===== src/rtl/lvds_align_ctrl.sv =====
// lvds_align_ctrl: bitslip word-alignment FSM for a 7:1 LVDS clock lane
module lvds_align_ctrl #(
  parameter logic [6:0] CLK_PATTERN   = 7'b1100011,
  parameter int          LOCK_CNT      = 16,
  parameter int          SETTLE_CYCLES = 4,
  parameter int          LOSS_CNT      = 3
) (
  input  logic       CLK_I,
  input  logic       RST_I,
  input  logic       EN_I,
  input  logic [6:0] CLK_LANE_I,
  output logic       BITSLIP_O,
  output logic       ALIGNED_O,
  output logic       ALIGN_ERR_O,
  output logic [2:0] SLIP_CNT_O,
  output logic       LOCK_LOST_O,
  output logic [2:0] STATE_O
);
  localparam int MW = $clog2(LOCK_CNT + 1);
  localparam int SW = $clog2(SETTLE_CYCLES + 1);
  localparam int LW = $clog2(LOSS_CNT + 1);
  localparam logic [MW-1:0] M_LAST = MW'(LOCK_CNT - 1);
  localparam logic [SW-1:0] S_LAST = SW'(SETTLE_CYCLES - 1);
  localparam logic [LW-1:0] L_LAST = LW'(LOSS_CNT - 1);
  typedef enum logic [2:0] {IDLE = 3'd0, CHECK = 3'd1, SLIP = 3'd2, SETTLE = 3'd3, LOCKED = 3'd4, FAIL = 3'd5} state_t;
  state_t state;
  logic [MW-1:0] match_cnt;
  logic [SW-1:0] settle_cnt;
  logic [LW-1:0] loss_cnt;
  logic hit;
  assign hit = CLK_LANE_I == CLK_PATTERN;
  assign STATE_O = state;
  // alignment FSM; every output is a flop loaded alongside the state it belongs to
  always_ff @(posedge CLK_I) begin
    if (RST_I) begin
      state       <= IDLE;
      match_cnt   <= '0;
      settle_cnt  <= '0;
      loss_cnt    <= '0;
      SLIP_CNT_O  <= '0;
      BITSLIP_O   <= 1'b0;
      ALIGNED_O   <= 1'b0;
      ALIGN_ERR_O <= 1'b0;
      LOCK_LOST_O <= 1'b0;
    end else begin
      BITSLIP_O   <= 1'b0;
      ALIGNED_O   <= 1'b0;
      ALIGN_ERR_O <= 1'b0;
      LOCK_LOST_O <= 1'b0;
      if (!EN_I) begin
        state      <= IDLE;
        match_cnt  <= '0;
        settle_cnt <= '0;
        loss_cnt   <= '0;
      end else begin
        case (state)
          IDLE: begin
            state      <= CHECK;
            match_cnt  <= '0;
            SLIP_CNT_O <= '0;
          end
          CHECK: begin
            if (hit) begin
              match_cnt <= match_cnt + 1'b1;
              if (match_cnt == M_LAST) begin
                state     <= LOCKED;
                loss_cnt  <= '0;
                ALIGNED_O <= 1'b1;
              end
            end else if (SLIP_CNT_O != 3'd6) begin
              state      <= SLIP;
              match_cnt  <= '0;
              SLIP_CNT_O <= SLIP_CNT_O + 3'd1;
              BITSLIP_O  <= 1'b1;
            end else begin
              state       <= FAIL;
              match_cnt   <= '0;
              ALIGN_ERR_O <= 1'b1;
            end
          end
          SLIP: begin
            state      <= SETTLE;
            settle_cnt <= '0;
          end
          SETTLE: begin
            if (settle_cnt == S_LAST) begin
              state     <= CHECK;
              match_cnt <= '0;
            end else
              settle_cnt <= settle_cnt + 1'b1;
          end
          LOCKED: begin
            if (hit) begin
              loss_cnt  <= '0;
              ALIGNED_O <= 1'b1;
            end else if (loss_cnt == L_LAST) begin
              state       <= CHECK;
              match_cnt   <= '0;
              loss_cnt    <= '0;
              SLIP_CNT_O  <= '0;
              LOCK_LOST_O <= 1'b1;
            end else begin
              loss_cnt  <= loss_cnt + 1'b1;
              ALIGNED_O <= 1'b1;
            end
          end
          FAIL: ALIGN_ERR_O <= 1'b1;
          default: state <= IDLE;
        endcase
      end
    end
  end
endmodule

===== config.mk =====
export PLATFORM = sky130hd
export DESIGN_NAME = lvds_align_ctrl
export DESIGN_NICKNAME = d
export VERILOG_FILES = /design/src/rtl/lvds_align_ctrl.sv
export SDC_FILE = /design/constraint.sdc
export NUM_CORES = 1
export LEC_CHECK = 0
export ABC_AREA = 1
export CORE_ASPECT_RATIO = 1.4
export CORE_MARGIN = 4
export CORE_UTILIZATION = 55
export DETAILED_ROUTE_END_ITERATION = 10
export PLACE_DENSITY = 0.86
export RECOVER_POWER = 50
export SYNTH_ARGS = -nofsm -noshare
export SYNTH_HDL_FRONTEND = slang
export SYNTH_SLANG_ARGS = --single-unit

===== constraint.sdc =====
create_clock -name CLK_I -period 3.2 [get_ports CLK_I]
set_input_delay 0.64 -clock CLK_I [delete_from_list [all_inputs] [get_ports CLK_I]]
set_output_delay 0.64 -clock CLK_I [all_outputs]
set_load 0.05 [all_outputs]

==> impl_metrics.csv, run 1 <==
group,metric,value,unit
status,status,"finished, final reports clean",
power_and_ir_drop,intPower,348.7,uW
flow_run,max_cap_viol_count,0,
placement,port_buffers,19,
drt,drt_pass1_iterations,4,
clocking,cts_setup_buffers,0,
worst_setup_path,r2r_end,"match_cnt[3]$_SDFFE_PP0P_",
worst_setup_path,crit_type,"reg2out",
synthesis,ys_ff_latch,20,
drt,drcViolationCount,0,
timing,hold_viol_final,0,
power_and_ir_drop,power,472.7,uW
power_and_ir_drop,combPwrFrac,0.142,
grt,antenna_found_initial,0,
grt,grt_overflow,0,
die,die_y,61.42,microns
synthesis,yosysTopAreaCell,"dfxtp_1",
synthesis,synth_area,1121,sq um
grt,track_usage,0.1925,
synthesis,synthTopCellsByCount,"nand2_1 (33), nor2_1 (22), dfxtp_1 (20), inv_1 (16), a21oi_1 (14)",
worst_setup_path,critPathCaptureType,"primary output",
min_path,min_path_cells,2,
synthesis,synth_area_leaders,"dfxtp_1 (36%), nand2_1 (11%), nor2_1 (7.4%)",
timing,fmax,0.4271,GHz
drt,vias,1074,
finish,antennaDiodeCount,0,
worst_setup_path,r2r_cells,7,
worst_setup_path,cp-start-kind,"register",
worst_setup_path,crit_family,"buffers and inverters",
timing,finalMaxSlewViolations,0,
clocking,insertion_delay,310,ps
finish,layout.nets,198,
synthesis,yosys_warnings,0,
power_and_ir_drop,p_switching,124.0,uW
min_path,hold_path_end,"match_cnt[4]$_SDFFE_PP0P_",
placement,dp_slack,972.9,ps
drt,avgViaCountPerCell,5.317,
drt,wl_per_cell,12.26,microns
die,die-width,46.16,microns
die,coreArea,1949,sq um
finish,fin_area,1361,sq um
synthesis,synth.most_common_cell,"nand2_1",
clocking,postCtsHoldBufs,0,
synthesis,synth_ff_type,"dfxtp_1",
synthesis,synth_cell_types,25,
worst_setup_path,cp_max_fo,5,
power_and_ir_drop,p_seq_frac,0.543,
timing,rsz0062_at_grt,"no",
drt,wl,2.476,mm
worst_setup_path,worst_ep_arrival_time,1700,ps
placement,hpwl,1.971,mm
die,dieArea,2835,sq um
worst_setup_path,crit_slowest_cell,"clkdlybuf4s50_1",
synthesis,ys_seq_area_frac,0.3571,
clocking,cts_tree,"built",
clocking,cts-root-buf,"clkbuf_4",
clocking,cts_sinks,20,
clocking,max-clock-path-buffers,2,
clocking,post_cts_resize_count,0,
worst_setup_path,crit_start,"STATE_O[2]$_SDFFE_PP0P_",
power_and_ir_drop,switching_share,0.2623,
die,initial_core_util,0.5751,
worst_setup_path,path_depth,1,
power_and_ir_drop,p_leak,0.0006062,uW
synthesis,synthesis.nets,174,
synthesis,synth_top_area_frac,0.3571,
timing,setup_ws,858.6,ps
die,std_cell_rows,19,
clocking,clk_pin_slew,110,ps
power_and_ir_drop,power_density,347.2,nW/um^2
worst_setup_path,slowest_delay,870,ps
worst_setup_path,r2r-start,"STATE_O[1]$_SDFFE_PP0P_",
worst_setup_path,crit_chain,"clkdlybuf4s50_1",
timing,skew,7.076,ps
grt,grt_max_degree,12,
worst_setup_path,reg2reg_slack,1620,ps
timing,period_minus_slack,2341,ps
grt,grt_pass1_vias,987,
power_and_ir_drop,vdd_drop_max,395.1,uV
timing,worst_slew_pin_slew,511.3,ps
synthesis,async_flop_share,0,
finish,final_util,0.6983,
finish,drive_gt1_frac,0.1050,
worst_setup_path,crit_required,2560,ps
synthesis,postSynthAreaPerCell,7.095,sq um
worst_setup_path,crit_buf_inv,1,
finish,areaGrowthSynthToFinish,21.43,%
placement,gp_congestion,0.8455,
die,ios,20,
placement,place_area,1338,sq um
power_and_ir_drop,clockPowerShare,0.315,
timing,final.period_utilization,0.7317,
synthesis,synth-edff-count,0,
clocking,cts_buffers,3,
drt,drt_iter0_markers,25,
timing,finalSetupViolCount,0,
timing,setup_tns,0,ps
grt,grt_pass1_wl,3.939,mm
clocking,h-tree-depth,1,
synthesis,synth_cells,158,
drt,ant_nets,0,
timing,maxSlewHeadroom,0.6580,
min_path,worstHoldStart,"match_cnt[4]$_SDFFE_PP0P_",
min_path,holdCritPathClass,"reg2reg",
## cells in the final DEF, fill, tap and decap left out, drive strengths merged
cell type,netlist,routed
dfxtp,20,20
o21ai,5,5
o211a,2,2
clkinv,1,1
clkbuf,0,4
or2,1,1
nor3,6,6
dlygate4sd3,0,2
a21oi,15,15
nand2,37,37
nand4,1,1
nor2,25,25
ha,6,6
nand3b,1,1
clkdlybuf4s50,0,17
xor2,1,1
xnor2,1,1
inv,21,21
nand3,15,15
## cells by family after synthesis
group	synth area share
DFF	0.3571
AOI/OAI and AO/OA	0.1105
adders and majority gates	0.06696
buffers and inverters	0.07589
xor gates and xnor gates	0.01563
and+or+nand+nor	0.3739
## metal layers
| layer | GRT usage | vias up | routed length, microns |
|---|---|---|---|
| met5 | 0 | - | 0 |
| met4 | 0.1098 | 0 | 47 |
| met3 | 0.03509 | 5 | 138 |
| met2 | 0.3504 | 23 | 1317 |
| met1 | 0.1989 | 490 | 972 |
| li1 | - | 556 | - |
## sequential cells by signal (all words and copies together), names as in the netlist
| signal | cells |
|---|---|
| ALIGNED_O | 1 |
| ALIGN_ERR_O | 1 |
| BITSLIP_O | 1 |
| LOCK_LOST_O | 1 |
| SLIP_CNT_O | 3 |
| STATE_O | 3 |
| loss_cnt | 2 |
| match_cnt | 5 |
| settle_cnt | 3 |
## worst reg2reg max path: stages, from the launching register on
cell and delay [ps]:
dfxtp_1 480, inv_2 90, nand2_1 170, nor2_4 70, nand2_1 200, nand3_1 230
a21oi_1 180, nor2_1 50
## how the worst max path moves through the flow
stage,endpoint
2_1_floorplan,STATE_O[0]$_SDFFE_PP0P_
3_5_place_dp,LOCK_LOST_O$_SDFF_PP0_
4_1_cts,STATE_O[2]
3_3_place_gp,LOCK_LOST_O$_SDFF_PP0_
6_report,STATE_O[2]
5_1_grt,STATE_O[2]
## stage by stage
stage	cells	hold WS, ps
finish	202	469.7
global route	202	510.9
CTS	202	473.3
detailed placement	198	456.0
global placement	198	451.2
floorplan	158	440.9
## final cells by class
cell class | instances | area (sq um)
clock buffers | 4 | 36.28
repair buffers | 19 | 190.2
well taps | 21 | 26.28
multi-input cells | 116 | 623.1
flip-flops and latches | 20 | 400.4
fillers | 175 | 588.1
inverters | 22 | 85.08
## power by group through the flow
stage,registers (uW),logic [uW],clock network (uW)
after floorplan,272,33.3,0
after global placement,262,66.7,0
after detailed placement,262,68.5,0
after CTS,257,68.8,152
after global routing,257,73.2,162
final,257,67.2,149
Power figures use the tool's default switching activity.
==> run 2: changes to the inputs <==
- CORE_UTILIZATION: 55 -> 51
- PLACE_DENSITY: 0.86 -> 0.81
- clock period: 3.2 -> 2.2 ns (I/O delays scaled with it)
==> run 2 against run 1 <==
Compared with the run above: combinational power is 50% higher; sequential share of layout area barely moved; clock skew up 5.4 ps; core utilization decreased by 2.5 points; non-clock buffer count grew 1; clock-buffer cell count stayed put; critical path depth did not move; first-iteration DRC count is 12% higher; cell count is 0.50% higher; worst hold slack is essentially flat; sequential power grew 45%; via count up 2.2%; critical path type unchanged; critical endpoint unchanged.
==> impl_metrics.csv, run 2 (synthesis results as in run 1) <==
group,metric,value,unit
clocking,insertion_delay,320,ps
finish,layout_commonest_cell,"nand2_1",
clocking,clk_pin_slew,120,ps
timing,final.period_utilization,0.9619,
finish,antennaDiodeCount,0,
drt,drcViolationCount,0,
finish,drive_gt1_frac,0.08791,
grt,grt_overflow,0,
timing,period_minus_slack,2116,ps
finish,largest_reg_flops,5,
min_path,holdCritPathClass,"reg2reg",
power_and_ir_drop,power_density,511.4,nW/um^2
drt,drt_pass1_iterations,5,
drt,avgViaCountPerCell,5.409,
drt,ant_nets,0,
clocking,cts_sinks,20,
die,die_y,63.48,microns
die,initial_core_util,0.5548,
placement,hpwl,2.027,mm
finish,multiInputGateArea,614.3,sq um
worst_setup_path,crit_type,"reg2out",
finish,areaGrowthSynthToFinish,21.32,%
placement,port_buffers,19,
finish,fillers,182,
die,coreArea,2021,sq um
finish,top_register,"match_cnt",
grt,grt_max_degree,12,
status,status,"finished, final reports clean",
worst_setup_path,slowest_delay,860,ps
die,ios,20,
grt,track_usage,0.1966,
timing,fmax,0.4726,GHz
clocking,cts_setup_buffers,0,
die,die-width,47.63,microns
clocking,max-clock-path-buffers,2,
worst_setup_path,crit_chain,"clkdlybuf4s50_1",
finish,mostFrequentLayoutCells,"nand2_1 (34), nor2_1 (22), dfxtp_1 (20)",
clocking,cts-root-buf,"clkbuf_4",
clocking,cts_tree,"built",
clocking,post_cts_resize_count,0,
finish,final_util,0.6731,
timing,maxSlewHeadroom,0.6564,
power_and_ir_drop,p_leak,0.0006110,uW
die,std_cell_rows,19,
finish,seq_area,400.4,sq um
worst_setup_path,cp_max_fo,5,
timing,hold_viol_final,0,
finish,layout.nets,199,
timing,worst_slew_pin_slew,513.9,ps
timing,finalSetupViolCount,0,
worst_setup_path,worst_ep_arrival_time,1680,ps
flow_run,max_cap_viol_count,0,
worst_setup_path,crit_family,"buffers and inverters",
drt,wl,2.570,mm
clocking,h-tree-depth,1,
grt,grt_pass1_wl,4.478,mm
power_and_ir_drop,vdd_drop_max,406.3,uV
timing,rsz0062_at_grt,"no",
worst_setup_path,cp-start-kind,"register",
die,dieArea,3023,sq um
placement,gp_congestion,0.8946,
drt,drt_iter0_markers,28,
clocking,postCtsHoldBufs,0,
timing,setup_tns,0,ps
clocking,cts_buffers,3,
grt,antenna_found_initial,0,
worst_setup_path,crit_slowest_cell,"clkdlybuf4s50_1",
worst_setup_path,crit_required,1760,ps
grt,grt_pass1_vias,1078,
drt,wl_per_cell,12.66,microns
timing,skew,12.47,ps
worst_setup_path,critPathCaptureType,"primary output",
worst_setup_path,crit_buf_inv,1,
timing,finalMaxSlewViolations,0,
drt,vias,1098,
-- run 2: changes by cell type in the layout (fill, tap and decap cells not counted), sizes merged --
cell  before  now
buf        0    1
-- run 2: final cells by class --
type	count	share of cell area
well taps	21	0.01932
repair buffers	20	0.1454
multi-input cells	116	0.4517
flip-flops and latches	20	0.2944
clock buffers	4	0.02668
inverters	22	0.06256
-- run 2: per-stage QoR --
step	cell area, sq um	hold slack (ps)	setup slack (ps)	instances	total power, uW
final	1360	469.6	83.88	203	695.6
after global routing	1360	505.7	31.05	203	724.0
after CTS	1381	471.1	61.06	203	698.6
after detailed placement	1345	454.5	115.3	199	484.1
after global placement	1345	467.6	187.1	199	481.0
after floorplan	1121	440.9	572.6	158	443.7
-- run 2: per-layer routing --
metal  GRT usage  routed length (microns)
met2      0.3507                     1362
met3     0.02849                      126
met4     0.07071                       70
met1      0.2199                     1011
met5           0                        0
-- run 2: path summary, 6_finish.rpt --
kind / startpoint / slack [ps] / end / cells after the start
hold reg to reg: match_cnt[4]$_SDFFE_PP0P_ / 470 / match_cnt[4]$_SDFFE_PP0P_ / 2
hold / removal: match_cnt[4]$_SDFFE_PP0P_ / 470 / match_cnt[4]$_SDFFE_PP0P_ / 2
setup / recovery: STATE_O[2]$_SDFFE_PP0P_ / 80 / STATE_O[2] / 1
setup reg to reg: STATE_O[2]$_SDFFE_PP0P_ / 530 / STATE_O[2]$_SDFFE_PP0P_ / 9
-- run 2: report_power, final --
| group | internal, uW | total (uW) | switching [uW] |
|---|---|---|---|
| Sequential | 367 | 373 | 5.76 |
| Combinational | 39.8 | 101 | 61.2 |
| Clock | 101 | 221 | 120 |
| Total | 508 | 696 | 187 |
==> run 3: changes to the inputs <==
- SLEW_MARGIN: unset -> 20
==> results of run 3 <==
Final layout, timing and power as in run 2 (identical DEF).
